<file path="config.mk">
export PLATFORM = sky130hd
export DESIGN_NAME = imm_offs_stage
export DESIGN_NICKNAME = d
export VERILOG_FILES = /design/src/rtl/imm_offs_stage.sv
export SDC_FILE = /design/constraint.sdc
export NUM_CORES = 1
export LEC_CHECK = 0
export ABC_AREA = 1
export BUFFER_PORTS_ARGS = -buffer_cell sky130_fd_sc_hd__buf_2
export CORE_ASPECT_RATIO = 1.4
export CORE_MARGIN = 5
export CORE_UTILIZATION = 50
export DETAILED_ROUTE_END_ITERATION = 7
export PLACE_DENSITY = 0.82
export SYNTH_ARGS = -nofsm -noshare
export SYNTH_HDL_FRONTEND = slang
export SYNTH_SLANG_ARGS = --single-unit
</file>
<file path="constraint.sdc">
create_clock -name clk -period 18.4 [get_ports clk]
set_clock_uncertainty 0.2 [all_clocks]
set_input_delay 1.84 -clock clk [delete_from_list [all_inputs] [get_ports clk]]
set_output_delay 1.84 -clock clk [all_outputs]
set_load 0.01 [all_outputs]
</file>
<file path="src/rtl/imm_offs_stage.sv">
// Immediate/branch-offset decode for an instruction bundle, followed by a
// small circular FIFO of decoded bundles and a saturating illegal-lane counter.
module imm_offs_stage #(
  parameter int LANES       = 2,
  parameter int DEPTH       = 2,
  parameter int LU12I_SHIFT = 1
) (
  input  logic                  clk,
  input  logic                  rstn,
  input  logic                  flush,
  input  logic                  in_valid,
  output logic                  in_ready,
  input  logic [LANES-1:0]      in_lane_vld,
  input  logic [32*LANES-1:0]   in_inst,
  input  logic [32*LANES-1:0]   in_pc,
  output logic                  out_valid,
  input  logic                  out_ready,
  output logic [LANES-1:0]      out_lane_vld,
  output logic [32*LANES-1:0]   out_imm,
  output logic [32*LANES-1:0]   out_offs,
  output logic [32*LANES-1:0]   out_target,
  output logic [LANES-1:0]      out_illegal,
  output logic [15:0]           illegal_cnt
);

  localparam int PTR_W = (DEPTH > 1) ? $clog2(DEPTH) : 1;
  localparam int CNT_W = $clog2(DEPTH + 1);
  localparam int LW    = 32 * LANES;
  localparam int EW    = 2 * LANES + 3 * LW;

  function automatic logic is_illegal(input logic [31:0] inst);
    return inst[31] | ~(inst[30] | inst[29] | inst[28] | inst[25] | inst[22]);
  endfunction

  function automatic logic signed [31:0] dec_imm(input logic [31:0] inst);
    logic signed [31:0] imm;
    imm = '0;
    if (inst[31]) begin
      imm = '0;
    end else if (inst[30]) begin
      imm = 32'sd4;
    end else if (inst[29]) begin
      imm = {{20{inst[21]}}, inst[21:10]};
    end else if (inst[28]) begin
      if (LU12I_SHIFT != 0) imm = {inst[24:5], 12'h000};
      else                  imm = {{12{inst[24]}}, inst[24:5]};
    end else if (inst[25]) begin
      if (inst[24]) imm = {{20{inst[21]}}, inst[21:10]};
      else          imm = {20'h00000, inst[21:10]};
    end else if (inst[22]) begin
      imm = {27'h0000000, inst[14:10]};
    end
    return imm;
  endfunction

  // Long-form branches (b/bl) carry a 26-bit word offset split across two fields.
  function automatic logic signed [31:0] dec_offs(input logic [31:0] inst);
    logic signed [31:0] offs;
    if (inst[31:27] == 5'b01010) offs = {{4{inst[9]}}, inst[9:0], inst[25:10], 2'b00};
    else                         offs = {{14{inst[25]}}, inst[25:10], 2'b00};
    return offs;
  endfunction

  function automatic logic [15:0] sat_add16(input logic [15:0] a, input logic [2:0] b);
    logic [16:0] sum;
    sum = {1'b0, a} + {14'h0000, b};
    return sum[16] ? 16'hFFFF : sum[15:0];
  endfunction

  function automatic logic [PTR_W-1:0] ptr_inc(input logic [PTR_W-1:0] p);
    return (p == PTR_W'(DEPTH - 1)) ? '0 : p + 1'b1;
  endfunction

  // Stage p0: per-lane decode of the incoming bundle
  logic [LW-1:0]    imm_p0;
  logic [LW-1:0]    offs_p0;
  logic [LW-1:0]    tgt_p0;
  logic [LANES-1:0] ill_p0;
  logic [2:0]       ill_pop_p0;

  always_comb begin
    imm_p0     = '0;
    offs_p0    = '0;
    tgt_p0     = '0;
    ill_p0     = '0;
    ill_pop_p0 = '0;
    for (int l = 0; l < LANES; l++) begin
      logic [31:0]        inst;
      logic signed [31:0] pc;
      logic signed [31:0] offs;
      inst                 = in_inst[32*l +: 32];
      pc                   = $signed(in_pc[32*l +: 32]);
      offs                 = dec_offs(inst);
      imm_p0[32*l +: 32]   = dec_imm(inst);
      offs_p0[32*l +: 32]  = offs;
      tgt_p0[32*l +: 32]   = pc + offs;
      ill_p0[l]            = in_lane_vld[l] & is_illegal(inst);
      ill_pop_p0           = ill_pop_p0 + {2'b00, ill_p0[l]};
    end
  end

  // Stage p1: bundle FIFO
  logic [EW-1:0]    mem_q [DEPTH];
  logic [EW-1:0]    wr_entry_d;
  logic [PTR_W-1:0] wr_ptr_q, wr_ptr_d;
  logic [PTR_W-1:0] rd_ptr_q, rd_ptr_d;
  logic [CNT_W-1:0] count_q, count_d;
  logic [15:0]      illegal_cnt_q, illegal_cnt_d;
  logic             push, pop;

  assign in_ready    = (count_q < CNT_W'(DEPTH));
  assign out_valid   = (count_q != '0);
  assign push        = in_valid & in_ready & ~flush;
  assign pop         = out_valid & out_ready & ~flush;
  assign wr_entry_d  = {in_lane_vld, ill_p0, imm_p0, offs_p0, tgt_p0};
  assign illegal_cnt = illegal_cnt_q;

  always_comb begin
    wr_ptr_d      = wr_ptr_q;
    rd_ptr_d      = rd_ptr_q;
    count_d       = count_q;
    illegal_cnt_d = illegal_cnt_q;
    if (flush) begin
      wr_ptr_d = '0;
      rd_ptr_d = '0;
      count_d  = '0;
    end else begin
      if (push) begin
        wr_ptr_d      = ptr_inc(wr_ptr_q);
        illegal_cnt_d = sat_add16(illegal_cnt_q, ill_pop_p0);
      end
      if (pop) rd_ptr_d = ptr_inc(rd_ptr_q);
      case ({push, pop})
        2'b10:   count_d = count_q + 1'b1;
        2'b01:   count_d = count_q - 1'b1;
        default: count_d = count_q;
      endcase
    end
  end

  always_ff @(posedge clk) begin
    if (!rstn) begin
      wr_ptr_q      <= '0;
      rd_ptr_q      <= '0;
      count_q       <= '0;
      illegal_cnt_q <= '0;
    end else begin
      wr_ptr_q      <= wr_ptr_d;
      rd_ptr_q      <= rd_ptr_d;
      count_q       <= count_d;
      illegal_cnt_q <= illegal_cnt_d;
    end
  end

  always_ff @(posedge clk) begin
    if (rstn && push) mem_q[wr_ptr_q] <= wr_entry_d;
  end

  // Storage is not reset, so the head is masked to zero whenever the FIFO is empty.
  logic [EW-1:0] head;
  assign head = mem_q[rd_ptr_q];

  always_comb begin
    out_lane_vld = '0;
    out_illegal  = '0;
    out_imm      = '0;
    out_offs     = '0;
    out_target   = '0;
    if (out_valid) begin
      out_lane_vld = head[EW-1 -: LANES];
      out_illegal  = head[3*LW +: LANES];
      out_imm      = head[2*LW +: LW];
      out_offs     = head[LW +: LW];
      out_target   = head[0 +: LW];
    end
  end

endmodule
</file>
==> Implementation_results.wiki, run 1 <==
{| class="wikitable"
! Metric !! Value
|-
| Total of buffers placed on input and output ports || approximately 340
|-
| First-iteration detailed-routing DRC count || between 1,000 and 1,500
|-
| Path type of the worst setup path || flop to primary output
|-
| Vias/cell || between 5 and 6
|-
| Destination of the worst register-to-register timing path || count_q[1]
|-
| R2R depth || 12
|-
| Post-Synthesis Cell Area || about 20,000 um^2
|-
| Worst path top cell family by delay || buffers and inverters
|-
| Register-to-Register Setup Slack || around 15 ns
|-
| Number of endpoints failing setup at the final stage || 0
|-
| Leading cell type in the layout, fill and taps excluded || sky130_fd_sc_hd__nand2_1
|-
| Die Area || around 44,000 um^2
|-
| Synth cell types || 45
|-
| Min-Delay Path Class || flop to flop
|-
| Maximum capacitance violations || 0
|-
| Number of gates resized after CTS || 0
|-
| CTS tree || yes
|-
| Count of filler cells inserted in the layout || about 3,400
|-
| Fraction of registers with async set/reset || 0%
|-
| DRT Pass-1 Iters || 5
|-
| Worst-skew pair later-pin latency || ~0.53 ns
|-
| Number of synthesized register bits || around 400
|-
| Final worst hold slack || roughly 0.28 ns
|-
| Synthesis-to-layout area growth || 16.5%
|-
| Endpoints failing hold || 0
|-
| Max Used Layer || met4
|-
| Setup total negative slack || 0 ns
|-
| Capturing element of the worst setup path || out_target[35]
|-
| Highest clock rate || between 150 and 200 MHz
|-
| Cell count after synthesis || between 2,000 and 2,500
|-
| CTS sink cnt || ~390
|-
| Final Max Slew Viols || 0
|-
| Met2 routed wirelength || around 29,000 um
|-
| Total congestion overflow || 0
|-
| Period Utilization, post-route || a little under a third
|-
| Vias || 16,572
|-
| Hold buffer count at cts || 0
|-
| TritonCTS buffer count || 38
|-
| Layout cell share with drive strength beyond 1 || between 15 and 20%
|-
| Antenna violations before repair || 10
|-
| Pwr dens || approximately 87 nW/um^2
|-
| Number of cells in the finished layout apart from fillers || between 3,000 and 4,000
|-
| Avg Inst Size Synth || 8.96 um^2
|-
| Bufs on Longest Clock Path || 3
|-
| Startpoint of the most critical register-to-register path || count_q[1]
|-
| Clock Tree Root || sky130_fd_sc_hd__clkbuf_16
|-
| WL per Instance || roughly 18 um
|-
| Die Width || 180 um
|-
| Instance area at placement || ~22,000 um^2
|-
| Total length of routed wires || between 50,000 and 60,000 um
|-
| Post-layout utilization of the core || slightly below 60%
|-
| Worst slack at placement || between 10 and 15 ns
|-
| Number of placed instances with taps included || about 3,100
|-
| Crit-path max FO || 100
|-
| Leakage power summed over all cells || roughly 11 nW
|-
| RSZ-0062 raised after global routing || no
|-
| Delay of the slowest critical-path stage || approximately 0.85 ns
|-
| Floorplan die height || between 200 and 250 um
|-
| Pin count of the biggest net entering global routing || about 190
|-
| Category of the worst setup path capture point || primary output
|-
| Count of cell instances traversed by the critical path || 5
|-
| Run status || finished, final reports clean
|-
| Vias in the first global route || between 15,000 and 20,000
|-
| Critical path data required time || approximately 16 ns
|-
| Worst voltage drop across the vdd grid || 0.0738 mV
|-
| Post-CTS Setup Bufs || 0
|-
| Master of the slowest instance on the critical path || sky130_fd_sc_hd__buf_4
|-
| Commonest register cell after synthesis || sky130_fd_sc_hd__edfxtp_1
|-
| Final critical delay including setup and external delays || approximately 5.5 ns
|-
| EDFF count, synth || 368
|-
| Setup slack of the critical path after layout || between 10 and 15 ns
|-
| Final std cell area, no fill || 23,500 um^2
|-
| Worst slew margin relative to its limit || between 20% and 30%
|-
| Global-route wire length before repair || about 86,000 um
|-
| Worst-path clk slew || roughly 0.06 ns
|-
| Arr. time, crit path || approximately 3.5 ns
|-
| Number of placed I/O pins || about 350
|-
| Critical Path Source Type || flop
|-
| Weighted congestion at the end of routability-driven global placement || approximately 0.97
|-
| Remaining design rule violation count || 0
|-
| Actual slew at the worst max-slew pin || between 1 and 1.5 ns
|-
| Remaining antenna violation count || 0
|-
| Starting density of the core || 50.3%
|-
| Overall Power || a little over 2 mW
|-
| Total number of H-tree levels || 2
|-
| Met3 layer wire length in the routed design || between 3000 and 4000 um
|-
| Count of buffer and inverter cells on the critical path || 3
|-
| Met1 routed wirelength after detailed routing || between 20,000 and 25,000 um
|-
| Site row count || between 80 and 90
|-
| Total global routing track utilization || 24.3%
|-
| Cell breakdown of the critical path || inv_6 > buf_4 > nand2_1 > a21oi_1 > buf_2
|-
| Final nets || ~2,800
|-
| Final HPWL from detailed placement || just over 40,000 um
|-
| Seq/Total Area, Yosys || between 50% and 60%
|-
| Placeable core region || 40,100 um^2
|-
| Count of synthesis-stage warnings from yosys || 0
|-
| Most used cells in the layout excluding fill and tap cells || sky130_fd_sc_hd__nand2_1 (799), sky130_fd_sc_hd__edfxtp_1 (368), sky130_fd_sc_hd__buf_2 (342), sky130_fd_sc_hd__a21oi_1 (263), sky130_fd_sc_hd__inv_1 (255)
|}
-- layer usage --
layer  up-vias  global-route usage, %
met5         -                      0
met4         0                   12.4
met3       162                   4.69
met2       678                   42.7
met1      7757                   28.6
li1       7975                      -
-- cell usage after synthesis, types with 2 or more instances --
cell type	number	share of area, %
sky130_fd_sc_hd__a211oi_1	2	0.074
sky130_fd_sc_hd__edfxtp_1	368	55
sky130_fd_sc_hd__inv_1	256	4.8
sky130_fd_sc_hd__nor3_1	19	0.47
sky130_fd_sc_hd__nand3_1	69	1.7
sky130_fd_sc_hd__and2_1	2	0.062
sky130_fd_sc_hd__inv_2	5	0.093
sky130_fd_sc_hd__nand3_2	2	0.099
sky130_fd_sc_hd__a31oi_1	2	0.062
sky130_fd_sc_hd__clkbuf_1	19	0.35
sky130_fd_sc_hd__nor2_2	3	0.093
sky130_fd_sc_hd__o21bai_1	10	0.37
sky130_fd_sc_hd__xnor2_1	2	0.087
sky130_fd_sc_hd__nor2_4	5	0.28
sky130_fd_sc_hd__buf_1	5	0.093
sky130_fd_sc_hd__dfxtp_1	21	2.1
sky130_fd_sc_hd__buf_2	41	1.0
sky130_fd_sc_hd__nand2_1	799	15
sky130_fd_sc_hd__a21oi_1	263	6.5
sky130_fd_sc_hd__nand2_4	2	0.11
sky130_fd_sc_hd__and3_1	2	0.062
sky130_fd_sc_hd__nand3b_1	5	0.19
sky130_fd_sc_hd__nand2_2	13	0.40
sky130_fd_sc_hd__xor2_1	35	1.5
sky130_fd_sc_hd__buf_4	15	0.56
sky130_fd_sc_hd__a21o_1	2	0.074
sky130_fd_sc_hd__o31ai_1	4	0.15
sky130_fd_sc_hd__o21ai_1	4	0.099
sky130_fd_sc_hd__fa_1	3	0.30
sky130_fd_sc_hd__nand4_1	13	0.40
sky130_fd_sc_hd__o21ai_0	26	0.65
sky130_fd_sc_hd__or2_2	2	0.062
sky130_fd_sc_hd__ha_1	64	4.0
sky130_fd_sc_hd__nor2_1	155	2.9
-- worst register-to-register path: stages, from the launching register on --
cell,delay (ns)
sky130_fd_sc_hd__dfxtp_1,0.35
sky130_fd_sc_hd__nor2_4,0.11
sky130_fd_sc_hd__buf_4,0.77
sky130_fd_sc_hd__buf_4,0.98
sky130_fd_sc_hd__inv_2,0.14
sky130_fd_sc_hd__nand2_1,0.17
sky130_fd_sc_hd__nor2_1,0.06
sky130_fd_sc_hd__ha_1,0.31
sky130_fd_sc_hd__inv_1,0.07
sky130_fd_sc_hd__nand2_1,0.06
sky130_fd_sc_hd__nor2_1,0.10
sky130_fd_sc_hd__nor2_1,0.05
sky130_fd_sc_hd__nor3_1,0.15
-- power by group --
group | total [mW] | switching, mW | internal, mW
sequential | 1.00 | 0.00487 | 1.00
combinational | 0.257 | 0.178 | 0.0790
clock | 0.777 | 0.330 | 0.447
-- area by class of cell --
class                           instances  area [um^2]  area share, %
Antenna cell                           10         25.0          0.107
Tap cell                              534          668           2.85
Clock buffer                           47         1010           4.28
Multi-Input combinational cell       1519         7300           31.1
Timing Repair Buffer                  348         1780           7.59
Inverter                              263          998           4.25
Sequential cell                       389        11500           48.9
Clock inverter                         20          224          0.954
-- sequential cells by signal, summed over array words and instances, names as in the netlist, named ones only --
| name | count |
|---|---|
| mem_q | 368 |
| illegal_cnt | 16 |
| count_q | 2 |
| rd_ptr_q | 1 |
| wr_ptr_q | 1 |
-- logic make-up (layout without fill, tap and decap cells) --
family                   after synthesis  after routing  share of synthesized area, %
adder cells (fa/ha/maj)               67             67                          4.27
flip-flops                           389            389                          56.9
AO/OA/AOI/OAI                        315            315                          8.16
AND/OR/NAND/NOR                     1096           1096                          22.0
other                                  1             14                        0.0186
buffers and inverters                344            678                          7.01
XOR/XNOR                              37             37                          1.61
-- worst min-delay path by stage --
stage / cells after the start / to / start / slack [ns]
final: 2 / rd_ptr_q / rd_ptr_q / 0.28
after global routing: 2 / rd_ptr_q / rd_ptr_q / 0.33
after CTS: 2 / rd_ptr_q / rd_ptr_q / 0.28
after detailed placement: 2 / rd_ptr_q / rd_ptr_q / 0.27
after global placement: 2 / rd_ptr_q / rd_ptr_q / 0.26
after floorplan: 2 / flop / rd_ptr_q / 0.25
Power figures use the tool's default switching activity.
==> run 2, diff against run 1 <==
clock period = 5.6 ns   (was 18.4 ns; I/O delays follow)
==> run 2 against run 1 <==
Against the previous run: worst hold slack got worse by 0.25 ns; sequential power increased to 3.3 times the previous value; power rose to 3.3 times the previous value; critical path depth unchanged; sequential share of layout area down 0.35 points; non-clock buffer count increased by 5; highest routed layer is now met5; cell area rose by 0.73%; clock power increased to 3.4 times the previous value; global-route usage grew 0.17 points.
==> Implementation_results.wiki, run 2 (same netlist as run 1, synthesis figures left out) <==
{| class="wikitable"
! Metric !! Value
|-
| Number of cells in the finished layout apart from fillers || 3,138 (+0.26%)
|-
| Pin count of the biggest net entering global routing || 185 (unchanged)
|-
| Critical Path Source Type || flop
|-
| Critical path data required time || 4.84 ns (-11.52 ns)
|-
| Path type of the worst setup path || flop to primary output
|-
| Start point of the worst hold path || in_lane_vld[1]
|-
| Startpoint of the most critical register-to-register path || count_q[1]
|-
| Switching power || 1.73 mW (+240%)
|-
| RSZ-0062 raised after global routing || no
|-
| Number of endpoints failing setup at the final stage || 0 (unchanged)
|-
| Worst path top cell family by delay || buffers and inverters
|-
| Global-route wire length before repair || 86,700 um (+0.88%)
|-
| Layout cell share with drive strength beyond 1 || 17.5% (+0.18 points)
|-
| Register-to-Register Setup Slack || 3.08 ns (-11.72 ns)
|-
| Vias || 16,700 (+0.77%)
|-
| Worst min-delay path endpoint || mem_q[0][195]
|-
| Post-CTS Setup Bufs || 0 (unchanged)
|-
| Final HPWL from detailed placement || 41,200 um (+1.6%)
|-
| Die Area || 44,500 um^2 (unchanged)
|-
| Hold path cells || 1 (-1)
|-
| Net Sw Frac || 25.4% (+0.29 points)
|-
| Leading cell type in the layout, fill and taps excluded || sky130_fd_sc_hd__nand2_1
|-
| Setup slack of the critical path after layout || 1.67 ns (-11.19 ns)
|-
| Remaining design rule violation count || 0 (unchanged)
|-
| Count of filler cells inserted in the layout || 3,469 (+0.76%)
|-
| Worst-path clk slew || 0.06 ns (about the same)
|-
| Delay of the slowest critical-path stage || 0.78 ns (-0.07 ns)
|-
| TritonCTS buffer count || 39 (+2.6%)
|-
| Worst slew margin relative to its limit || 20.9% (-2.1 points)
|-
| Weighted congestion at the end of routability-driven global placement || 0.951 (-1.6%)
|-
| DRT Pass-1 Iters || 6 (+1)
|-
| Multi-input gate area || 7320 um^2 (+0.27%)
|-
| Post-layout utilization of the core || 59.0% (+0.43 points)
|-
| Final nets || 2,767 (+0.22%)
|-
| Fraction of power consumed by combinational cells || 12.6% (about the same)
|-
| Cell breakdown of the critical path || inv_6 > buf_4 > nand2_1 > a21oi_1 > buf_2
|-
| Master of the slowest instance on the critical path || sky130_fd_sc_hd__buf_4
|-
| R2R depth || 4 (-8)
|-
| Count of cell instances traversed by the critical path || 5 (unchanged)
|-
| Setup total negative slack || 0 ns (unchanged)
|-
| Most used cells in the layout excluding fill and tap cells || sky130_fd_sc_hd__nand2_1 (799), sky130_fd_sc_hd__edfxtp_1 (368), sky130_fd_sc_hd__buf_2 (342), sky130_fd_sc_hd__a21oi_1 (263), sky130_fd_sc_hd__inv_1 (254)
|-
| Count of buffer and inverter cells on the critical path || 3 (unchanged)
|-
| Die Width || 180 um (unchanged)
|-
| Crit-path max FO || 109 (+9.0%)
|-
| Run status || finished, final reports clean
|-
| Bufs on Longest Clock Path || 3 (unchanged)
|-
| Antenna violations before repair || 13 (+3)
|-
| Number of placed instances with taps included || 3,054 (+0.033%)
|-
| Highest clock rate || 254 MHz
|-
| Worst slack at placement || 1.93 ns (-11.52 ns)
|-
| Floorplan die height || 248 um (unchanged)
|-
| Clk network pwr share || 39.0% (+0.9 points)
|-
| Arr. time, crit path || 3.17 ns (-0.33 ns)
|-
| Placeable core region || 40,100 um^2 (unchanged)
|-
| Final std cell area, no fill || 23,700 um^2 (+0.73%)
|-
| Total length of routed wires || 57,700 um (+1.0%)
|-
| Final critical delay including setup and external delays || between 3 and 4 ns
|-
| Number of placed I/O pins || 349 (unchanged)
|-
| Total number of H-tree levels || 2 (unchanged)
|-
| Clock Tree Root || sky130_fd_sc_hd__clkbuf_16
|-
| Instance area at placement || 22,300 um^2 (+0.29%)
|-
| Total global routing track utilization || 24.5% (+0.17 points)
|-
| Sequential share of power || 48.5% (-0.8 points)
|-
| Worst voltage drop across the vdd grid || 0.246 mV (+230%)
|-
| Pwr dens || 288 nW/um^2 (+230%)
|-
| Category of the worst setup path capture point || primary output
|-
| Final Max Slew Viols || 0 (unchanged)
|-
| CTS tree || yes
|-
| Remaining antenna violation count || 0 (unchanged)
|-
| First-iteration detailed-routing DRC count || 1,400 (+4.1%)
|-
| Starting density of the core || 50.3% (unchanged)
|-
| Min-Delay Path Class || input port to flop
|-
| Total congestion overflow || 0 (unchanged)
|-
| FF/Latch Area || 11,500 um^2 (unchanged)
|-
| Overall Power || 6.81 mW (+230%)
|-
| Period Utilization, post-route || 70.2%
|-
| Vias/cell || 5.32 (+0.52%)
|-
| Worst-skew pair later-pin latency || 0.55 ns (+0.02 ns)
|-
| WL per Instance || 18.4 um (+0.77%)
|-
| Vias in the first global route || 16,192 (+0.80%)
|-
| Endpoints failing hold || 0 (unchanged)
|-
| Site row count || 87 (unchanged)
|-
| Maximum capacitance violations || 0 (unchanged)
|-
| Synthesis-to-layout area growth || 17.3%
|-
| Final worst hold slack || 0.0219 ns (-0.254 ns)
|-
| Leakage power summed over all cells || 10.9 nW (+0.57%)
|-
| Largest register FFs || 368 (unchanged)
|-
| Destination of the worst register-to-register timing path || mem_q[0][50]
|-
| CTS sink cnt || 389 (unchanged)
|-
| Total of buffers placed on input and output ports || 342 (unchanged)
|-
| Actual slew at the worst max-slew pin || 1.19 ns (+0.0311 ns)
|-
| Internal || 5.08 mW (+230%)
|-
| Biggest register || mem_q
|}
==> run 2: routing by layer <==
metal,global-route usage [%],vias up,part of all wire (%)
li1,-,8001,-
met1,29.3,7860,38
met2,42.9,674,50
met3,3.96,161,6.4
met4,12.8,4,5.5
met5,0,-,0.036
==> run 2: area by class of cell <==
type | instances | share of cell area, %
Antenna cell | 11 | 0.116
Clock buffer | 46 | 4.24
Clock inverter | 23 | 1.23
Inverter | 263 | 4.27
Multi-Input combinational cell | 1519 | 31.0
Sequential cell | 389 | 48.5
Tap cell | 534 | 2.82
Timing Repair Buffer | 353 | 7.84
==> run 2: timing repair <==
item | in CTS | in global routing
hold buffers | 4 | 0
gates resized for setup | 0 | 0
hold endpoints to repair | 8 | 0
==> run 2: power by group through the flow <==
| stage | Sequential, mW | Combinational (mW) | Clock [mW] |
|---|---|---|---|
| floorplan | 3.36 | 0.541 | 0 |
| global placement | 3.36 | 0.817 | 0 |
| detailed placement | 3.36 | 0.840 | 0 |
| CTS | 3.30 | 0.848 | 2.69 |
| global route | 3.30 | 0.944 | 2.82 |
| finish | 3.30 | 0.856 | 2.65 |
==> run 2: how the worst max path moves through the flow <==
stage / startpoint / endpoint
6_report: flop / out_imm[19]
2_1_floorplan: flush / mem_q[0][0]
4_1_cts: flop / out_imm[19]
3_3_place_gp: in_inst[28] / mem_q[0][29]
5_1_grt: flop / out_offs[19]
3_5_place_dp: in_inst[28] / mem_q[0][29]
==> run 2: worst register-to-register path: stages (launching register included) <==
cell and delay, ns:
sky130_fd_sc_hd__dfxtp_1 0.36, sky130_fd_sc_hd__inv_2 0.13, sky130_fd_sc_hd__nand3_4 0.20, sky130_fd_sc_hd__nor3_4 0.27, sky130_fd_sc_hd__buf_12 0.69
